--- config.mk ---
export PLATFORM = sky130hd
export DESIGN_NAME = seq_enable_lanes_pipe
export DESIGN_NICKNAME = d
export VERILOG_FILES = /design/src/rtl/seq_enable_pkg.sv /design/src/rtl/seq_enable_stage.sv /design/src/rtl/seq_enable_lanes_pipe.sv
export SDC_FILE = /design/constraint.sdc
export NUM_CORES = 1
export LEC_CHECK = 0
export BUFFER_PORTS_ARGS = -buffer_cell sky130_fd_sc_hd__buf_2
export CAP_MARGIN = 20
export CORE_MARGIN = 2
export CORE_UTILIZATION = 45
export DETAILED_ROUTE_END_ITERATION = 10
export GPL_TIMING_DRIVEN = 0
export HOLD_SLACK_MARGIN = 0.02
export PLACE_DENSITY = 0.68
export SLEW_MARGIN = 30
export SYNTH_ARGS = -nofsm -noshare
export SYNTH_HDL_FRONTEND = slang
export SYNTH_HIERARCHICAL = 1
export SYNTH_SLANG_ARGS = --single-unit
--- constraint.sdc ---
create_clock -name clk -period 1.92 [get_ports clk]
set_input_delay 0.192 -clock clk [delete_from_list [all_inputs] [get_ports clk]]
set_output_delay 0.192 -clock clk [all_outputs]
set_load 0.01 [all_outputs]
--- src/rtl/seq_enable_pkg.sv ---
// ---------------------------------------------------------------------------
// seq_enable_pkg
//   Shared constants and lane helpers for the lane-masked enable pipeline.
//   - DEF_* : default geometry of the pipeline
//   - DEF_RESET_BIT : fill bit of the default reset/clear word
//   - lane_lo / lane_hi / word_w : lane index and width arithmetic
//   - lane(word, i, lane_w) : extract lane i of a word. Words are passed
//     zero-extended to MAX_WORD_W bits, and the result is right-aligned in
//     MAX_LANE_W bits. The caller truncates the result to its own lane width.
// ---------------------------------------------------------------------------
package seq_enable_pkg;

  localparam int DEF_LANES  = 4;
  localparam int DEF_LANE_W = 8;
  localparam int DEF_DEPTH  = 2;

  // Upper bounds for the generic lane helper.
  localparam int MAX_WORD_W = 1024;
  localparam int MAX_LANE_W = 256;

  // The default reset/clear word is all copies of this bit. Expressing it as
  // a single bit lets it fit any LANES*LANE_W geometry.
  localparam logic DEF_RESET_BIT = 1'b0;

  function automatic int word_w(input int lanes, input int lane_w);
    return lanes * lane_w;
  endfunction

  function automatic int lane_lo(input int i, input int lane_w);
    return i * lane_w;
  endfunction

  function automatic int lane_hi(input int i, input int lane_w);
    return (i + 1) * lane_w - 1;
  endfunction

  function automatic logic [MAX_LANE_W-1:0] lane(
    input logic [MAX_WORD_W-1:0] word,
    input int                    i,
    input int                    lane_w
  );
    logic [MAX_LANE_W-1:0] m;
    m = '1;
    m = m >> (MAX_LANE_W - lane_w);
    return MAX_LANE_W'(word >> lane_lo(i, lane_w)) & m;
  endfunction

endpackage

--- src/rtl/seq_enable_stage.sv ---
// ---------------------------------------------------------------------------
// seq_enable_stage
//   One pipeline stage: a data register and a valid flag.
//   Ports:
//     clk       rising-edge clock
//     rst_n     asynchronous active-low reset (dat <- RESET_VAL, vld <- 0)
//     clr       synchronous clear, same effect as reset, overrides loads
//     load_vld  stage advances this cycle: vld takes nxt_vld
//     load_dat  a valid word arrives this cycle: dat takes nxt_dat
//     nxt_dat   incoming word
//     nxt_vld   incoming valid flag
//     dat       held word
//     vld       held valid flag
//   The data and valid loads are separate so that a bubble passing through
//   clears vld but leaves the previously held word in place.
// ---------------------------------------------------------------------------
module seq_enable_stage
  import seq_enable_pkg::*;
#(
  parameter int           W         = DEF_LANES * DEF_LANE_W,
  parameter logic [W-1:0] RESET_VAL = {W{DEF_RESET_BIT}}
) (
  input  logic         clk,
  input  logic         rst_n,
  input  logic         clr,
  input  logic         load_vld,
  input  logic         load_dat,
  input  logic [W-1:0] nxt_dat,
  input  logic         nxt_vld,
  output logic [W-1:0] dat,
  output logic         vld
);

  always_ff @(posedge clk or negedge rst_n) begin
    if (!rst_n) begin
      dat <= RESET_VAL;
      vld <= 1'b0;
    end else if (clr) begin
      dat <= RESET_VAL;
      vld <= 1'b0;
    end else begin
      if (load_vld) begin
        vld <= nxt_vld;
      end
      if (load_dat) begin
        dat <= nxt_dat;
      end
    end
  end

endmodule

--- src/rtl/seq_enable_lanes_pipe.sv ---
// ---------------------------------------------------------------------------
// seq_enable_lanes_pipe
//   Enabled-register pipeline with per-lane write masks and valid/ready flow
//   control. Stage 0 merges each accepted beat into the last accepted word,
//   lane by lane. The merged word then moves through DEPTH-1 further stages
//   with bubble collapsing and backpressure.
//   Ports:
//     clk        rising-edge clock
//     rst_n      asynchronous active-low reset
//     clr        synchronous clear; overrides every transfer
//     in_valid   producer beat valid
//     in_ready   pipeline accepts a beat this cycle (combinational)
//     in_mask    per-lane write enable, bit i selects lane i of in_data
//     in_data    lane i = bits [i*LANE_W +: LANE_W]
//     out_valid  q holds a valid word
//     out_ready  consumer accepts q
//     q          last-stage word
// ---------------------------------------------------------------------------
module seq_enable_lanes_pipe
  import seq_enable_pkg::*;
#(
  parameter int                       LANES     = DEF_LANES,
  parameter int                       LANE_W    = DEF_LANE_W,
  parameter int                       DEPTH     = DEF_DEPTH,
  parameter logic [LANES*LANE_W-1:0]  RESET_VAL = {(LANES*LANE_W){DEF_RESET_BIT}}
) (
  input  logic                    clk,
  input  logic                    rst_n,
  input  logic                    clr,
  input  logic                    in_valid,
  output logic                    in_ready,
  input  logic [LANES-1:0]        in_mask,
  input  logic [LANES*LANE_W-1:0] in_data,
  output logic                    out_valid,
  input  logic                    out_ready,
  output logic [LANES*LANE_W-1:0] q
);

  localparam int W = LANES * LANE_W;

  logic [W-1:0]     dat      [DEPTH];
  logic [W-1:0]     nxt_dat  [DEPTH];
  logic [DEPTH-1:0] vld;
  logic [DEPTH-1:0] nxt_vld;
  logic [DEPTH-1:0] adv;
  logic [DEPTH-1:0] load_dat;
  logic [W-1:0]     merged;
  logic             accept;

  // Stage k may advance when any stage from k to the output is empty, or
  // the consumer pops. This is the unrolled form of
  // adv[k] = !vld[k] | adv[k+1], written flat so that no bit of adv depends
  // on another.
  genvar gi;
  generate
    for (gi = 0; gi < DEPTH; gi++) begin : g_adv
      assign adv[gi] = out_ready | ~(&vld[DEPTH-1:gi]);
    end
  endgenerate

  assign in_ready = adv[0] & ~clr;
  assign accept   = in_valid & in_ready;

  // Lane merge: masked-off lanes keep the last accepted word held in stage 0.
  // The merged word is only loaded on accept, so the held word is the merge
  // base even after a bubble.
  generate
    for (gi = 0; gi < LANES; gi++) begin : g_merge
      assign merged[gi*LANE_W +: LANE_W] = in_mask[gi]
        ? LANE_W'(lane(MAX_WORD_W'(in_data),  gi, LANE_W))
        : LANE_W'(lane(MAX_WORD_W'(dat[0]),   gi, LANE_W));
    end
  endgenerate

  generate
    for (gi = 0; gi < DEPTH; gi++) begin : g_stage
      if (gi == 0) begin : g_head
        assign nxt_dat[gi]  = merged;
        assign nxt_vld[gi]  = accept;
        assign load_dat[gi] = accept;
      end else begin : g_tail
        assign nxt_dat[gi]  = dat[gi-1];
        assign nxt_vld[gi]  = vld[gi-1];
        // A bubble moving in only clears vld; the held word stays.
        assign load_dat[gi] = adv[gi] & vld[gi-1];
      end

      seq_enable_stage #(
        .W         (W),
        .RESET_VAL (RESET_VAL)
      ) u_stage (
        .clk      (clk),
        .rst_n    (rst_n),
        .clr      (clr),
        .load_vld (adv[gi]),
        .load_dat (load_dat[gi]),
        .nxt_dat  (nxt_dat[gi]),
        .nxt_vld  (nxt_vld[gi]),
        .dat      (dat[gi]),
        .vld      (vld[gi])
      );
    end
  endgenerate

  assign q         = dat[DEPTH-1];
  assign out_valid = vld[DEPTH-1];

endmodule

==> results.yml, run 1 <==
floorplanning:
  rows: 31
  start_util: 0.461
  die_x_um: 89.7
  core_um2: 7180
  die_h_um: 89.7
  io_pins: 75
  dieArea_um2: 8040
routing:
  wl_per_cell_um: 14.4
  firstDrtPassIters: 4
  wl_um: 6400
  first_iter_violations: 75
  drc: 0
  drt.antenna.violating_nets: 0
  vias: 2109
  vias_per_cell: 4.76
timing:
  min_period_ps: 1600
  hold_viol_final: 0
  setup_tns_ps: 0
  rsz0062_at_grt: "false"
  final-max-slew-violation-count: 0
  finalSetupViolCount: 0
  skew_ps: 8.00
  max_freq_mhz: 624
  worstMarginPinSlew_ps: 523
  fin_crit_sh: 0.835
  whs_ps: 222
  slew_headroom: 0.652
logic_synthesis:
  synth_top_family_by_area: "multiplexers"
  ys_seq_area_frac: 0.500
  synthesis.area_um2: 3300
  yosysUniqueCellTypes: 13
  synth_seq_cells: 66
  synth_warnings: 6
  synth_nets: 297
  synth.area.mux_share: 0.345
  synth_adder_area_share: 0
  synthCells: 256
  avgSynthCellArea_um2: 12.9
  synth_compound_area_frac: 0
  synthSimpleGateAreaFrac: 0.0863
  synthXorXnorAreaFrac: 0
placed_design:
  hpwl_um: 4340
  gp_congestion: 0.735
  portBuffers: 70
  place_area_um2: 3800
clock_network:
  h-tree-depth: 3
  clkLatencyLatePin_ps: 340
  numCtsBuffers: 9
  cts.root.buffer_cell: "clkbuf_8"
  clockBufferDepth: 2
  cts_tree: "yes"
  path_clk_slew_ps: 80
  cts_sinks: 66
  postCtsSetupRepairBufs: 0
global_routing:
  antenna_found_initial: 0
  grt_pass1_vias: 2129
  grt_pass1_wl_um: 10200
  grt_max_degree: 40
  grt_remaining_overflow: 0
  track_usage: 0.171
worst_setup_path:
  start_kind: "register"
  cpPeakStageDelay_ps: 400
  crit_family: "simple AND/OR/NAND/NOR gates"
  critPathArrivalTime_ps: 1820
  cp_max_fo: 10
  path_buf_inv: 2
  cp.required_ps: 2130
  rrSetupSlack_ps: 320
  path_class: "register to register"
  path_depth: 6
  path_cells: "and3b_1 -> nor3b_2 -> buf_6 -> buf_12 -> mux2i_1 -> nor2_1"
  cp-end-kind: "register"
  rr_worst_depth: 6
  cpMaxStageDelayCell: "dfrtp_1"
final_layout:
  antennaDiodeCount: 0
  post-route-cell-area_um2: 4010
  final_common_cell: "buf_2"
  multiInputGateArea_um2: 1430
  fin_nets: 380
  layout_common_cells: "buf_2 (73), nor2_1 (67), mux2i_1 (66), dfrtp_1 (66), mux2_4 (32)"
  fillers: 650
  regArea_um2: 1650
  area_growth_pct: 21.2
  drive_gt1_frac: 0.392
power_and_ir_drop:
  sequentialPowerShare: 0.489
  p_switching_mw: 0.731
  pwr-share-clk: 0.391
  pwr-share-comb: 0.120
  swShare: 0.248
  power.leakage_nw: 2.05
  power_density_nw_per_um2: 735
  internal_power_mw: 2.21
  ir_drop_uv: 420
status:
  status: "complete, no violations"
min_path:
  min_path_type: "primary input to register"
  whs_path_depth: 4
run:
  maxCapViolations: 0
## flip-flops by register name, indices dropped and copies added (netlist names)
| name | cells |
|---|---|
| g_stage.u_stage/vld | 2 |
| g_stage.u_stage/dat | 64 |
## worst paths after layout
path                                       startpoint                          to
max                            g_stage[0].u_stage/vld  g_stage[0].u_stage/dat[20]
min                                       in_data[22]  g_stage[0].u_stage/dat[22]
max reg2reg                    g_stage[0].u_stage/vld  g_stage[0].u_stage/dat[20]
min reg2reg                g_stage[1].u_stage/dat[10]  g_stage[1].u_stage/dat[10]
max in group asynchronous                       rst_n  g_stage[0].u_stage/dat[16]
min in group asynchronous                       rst_n  g_stage[0].u_stage/dat[29]
## power groups by stage
stage	clock, mW	sequential [mW]	combinational, mW
floorplan	0	1.46	0.240
global placement	0	1.47	0.347
detailed placement	0	1.47	0.358
CTS	1.18	1.44	0.362
global route	1.24	1.44	0.386
finish	1.15	1.44	0.354
## layout make-up
type / count / share of cell area
buffer: 20 / 0.0556
timing repair buffer: 72 / 0.0956
tap: 99 / 0.0309
clock buffer: 10 / 0.0319
sequential: 66 / 0.412
inverter: 1 / 0.000937
multi-input combinational: 169 / 0.356
clock inverter: 6 / 0.0169
## cells by family after synthesis
group,Yosys count
DFF,66
muxes,98
and+or+nand+nor,71
buffers and inverters,21
## worst register-to-register path: stages (launching register included)
cell,delay (ps)
dfrtp_1,400
and3b_1,220
nor3b_2,240
buf_6,190
buf_12,150
mux2i_1,230
nor2_1,60
## synth_stat cells (all sizes together)
cell type,instances,share of area
mux2i,66,0.20
inv,1,0.0011
nor2,67,0.076
buf,16,0.063
nor3b,1,0.0038
nand2b,1,0.0019
dfrtp,66,0.50
clkbuf,4,0.0045
and2,1,0.0019
mux2,32,0.15
and3b,1,0.0027
## per-layer routing
layer  wire (µm)  track usage  share of wire  up-vias
met5           0            0              0        -
li1            -            -              -     1029
met1        2930        0.220           0.46     1025
met2        3080        0.270           0.48       44
met3         258       0.0384          0.040       11
met4         132       0.0855          0.021        0
## per-stage QoR
stage / worst slack [ps] / total power [mW] / cells / utilization
after floorplan: 458 / 1.70 / 256 / -
after global placement: 343 / 1.81 / 425 / 0.527
after detailed placement: 304 / 1.82 / 426 / 0.530
after CTS: 297 / 2.98 / 443 / 0.558
after global routing: 235 / 3.07 / 443 / 0.558
final: 317 / 2.94 / 443 / 0.558
## what timing repair did
| item | in CTS | in global routing |
|---|---|---|
| hold endpoints to repair | 38 | 0 |
| resized for setup | 0 | 0 |
| hold buffers | 1 | 0 |
(Power assumes the default switching activity.)
==> run 2, diff against run 1 <==
==> constraint.sdc (replaced) <==
create_clock -name clk -period 1.55 [get_ports clk]
set_input_delay 0.155 -clock clk [delete_from_list [all_inputs] [get_ports clk]]
set_output_delay 0.155 -clock clk [all_outputs]
set_load 0.01 [all_outputs]
==> results.yml, run 2 (synthesis gave the netlist of run 1 again) <==
final_layout:
  final_common_cell: "buf_2"
  fin_nets: 382
  area_growth_pct: 22.3
  finalNonFillerCells: 445
  layout_common_cells: "buf_2 (73), nor2_1 (67), dfrtp_1 (66), mux2i_1 (65), mux2_4 (32)"
  largest_reg_flops: 64
  drive_gt1_frac: 0.402
  antennaDiodeCount: 0
  utilization: 0.563
  post-route-cell-area_um2: 4040
  largest-register: "g_stage.u_stage/dat"
  largestRegisters: "g_stage.u_stage/dat: 64 flops, g_stage.u_stage/vld: 2 flops"
global_routing:
  track_usage: 0.171
  grt_pass1_wl_um: 10200
  antenna_found_initial: 0
  grt_pass1_vias: 2135
  grt_max_degree: 40
  grt_remaining_overflow: 0
routing:
  drt.antenna.violating_nets: 0
  firstDrtPassIters: 4
  wl_per_cell_um: 14.4
  vias_per_cell: 4.77
  drc: 0
  first_iter_violations: 67
  vias: 2122
  wl_um: 6410
power_and_ir_drop:
  power.leakage_nw: 2.06
  power_density_nw_per_um2: 905
  ir_drop_uv: 519
worst_setup_path:
  cp.required_ps: 1760
  rr_worst_depth: 6
  crit_family: "simple AND/OR/NAND/NOR gates"
  start_kind: "register"
  cpMaxStageDelayCell: "dfrtp_1"
  path_cells: "and3b_2 -> nor3b_4 -> buf_6 -> buf_12 -> mux2i_4 -> nor2_1"
  path_class: "register to register"
  cp-end-kind: "register"
  cp_max_fo: 10
  critPathArrivalTime_ps: 1810
  path_buf_inv: 2
  path_depth: 6
  cpPeakStageDelay_ps: 400
clock_network:
  path_clk_slew_ps: 80
  clockBufferDepth: 2
  clkLatencyLatePin_ps: 340
  h-tree-depth: 3
  cts_sinks: 66
  cts_tree: "yes"
  numCtsBuffers: 9
  cts.root.buffer_cell: "clkbuf_8"
placed_design:
  place_inst: 426
  hpwl_um: 4340
  place_area_um2: 3800
  gp_congestion: 0.735
  portBuffers: 70
floorplanning:
  rows: 31
  core_um2: 7180
  start_util: 0.461
  io_pins: 75
  dieArea_um2: 8040
  die_x_um: 89.7
  die_h_um: 89.7
timing:
  skew_ps: 8.94
  slew_headroom: 0.651
  min_period_ps: 1590
  worstMarginPinSlew_ps: 524
  hold_viol_final: 0
  final-max-slew-violation-count: 0
  fin_crit_sh: 1.03
  rsz0062_at_grt: "true"
  finalSetupViolCount: 17
  setup_ws_ps: -42.4
  max_freq_mhz: 628
run:
  maxCapViolations: 0
status:
  status: "finished, violations left"
  violations: "negative setup slack"
min_path:
  whs_path_depth: 4
  min_path_type: "primary input to register"
[run 2: cell types whose count changed in the layout (fill, tap and decap cells not counted)]
cell and change:
nor3b_2 -1, mux2i_4 +1, buf_4 +2, and3b_1 -1, nor3b_4 +1, and3b_2 +1
mux2i_1 -1
[run 2: layout make-up]
class                      count  area, µm²
tap                           99        124
timing repair buffer          74        398
fill                         644       3130
buffer                        20        223
multi-input combinational    169       1450
sequential                    66       1650
clock inverter                 6       67.6
inverter                       1       3.75
clock buffer                  10        128
[run 2: final timing paths]
path,endpoint,start,slack [ps]
worst max register to register,g_stage[0].u_stage/dat[20],g_stage[0].u_stage/vld,-40
worst min register to register,g_stage[1].u_stage/dat[10],g_stage[1].u_stage/dat[10],520
min in group asynchronous,g_stage[1].u_stage/dat[2],rst_n,330
worst max-delay path,g_stage[0].u_stage/dat[20],g_stage[0].u_stage/vld,-40
max in group asynchronous,g_stage[0].u_stage/dat[16],rst_n,700
worst min-delay path,g_stage[0].u_stage/dat[22],in_data[22],180
[run 2: where the power goes]
group / internal, mW / leakage [nW] / total [mW] / switching [mW]
Sequential: 1.76 / 0.914 / 1.78 / 0.0265
Clock: 0.745 / 0.0925 / 1.43 / 0.680
Combinational: 0.247 / 1.06 / 0.449 / 0.203
Total: 2.75 / 2.06 / 3.66 / 0.909
[run 2: per-stage QoR]
stage | hold WS, ps | setup slack (ps) | power, mW | TNS, ps
2_1_floorplan | -141 | 88.2 | 2.11 | 0
3_3_place_gp | 501 | -26.6 | 2.25 | -212
3_5_place_dp | 166 | -65.7 | 2.26 | -590
4_1_cts | 176 | -63.6 | 3.70 | -602
5_1_grt | 188 | -116 | 3.82 | -2000
6_report | 184 | -42.4 | 3.66 | -274
[run 2: metal layers]
| layer | share of wire | GRT usage | wire (µm) |
|---|---|---|---|
| met1 | 0.46 | 0.222 | 2960 |
| met2 | 0.48 | 0.269 | 3050 |
| met3 | 0.040 | 0.0384 | 259 |
| met4 | 0.022 | 0.0855 | 140 |
| met5 | 0 | 0 | 0 |
[run 2: what timing repair did]
| item | 4_1_cts | 5_1_grt |
|---|---|---|
| resized for setup | 0 | 4 |
| hold endpoints to repair | 38 | 0 |
| hold buffers | 1 | 0 |
| setup endpoints to repair | 26 | 31 |
| buffers inserted | 2 | 0 |
[run 2: worst reg2reg max path: cells and delay by family (launching register included)]
family | cells | cell delay [ps]
simple gates | 3 | 520
flops | 1 | 400
buf+inv | 2 | 330
mux | 1 | 230
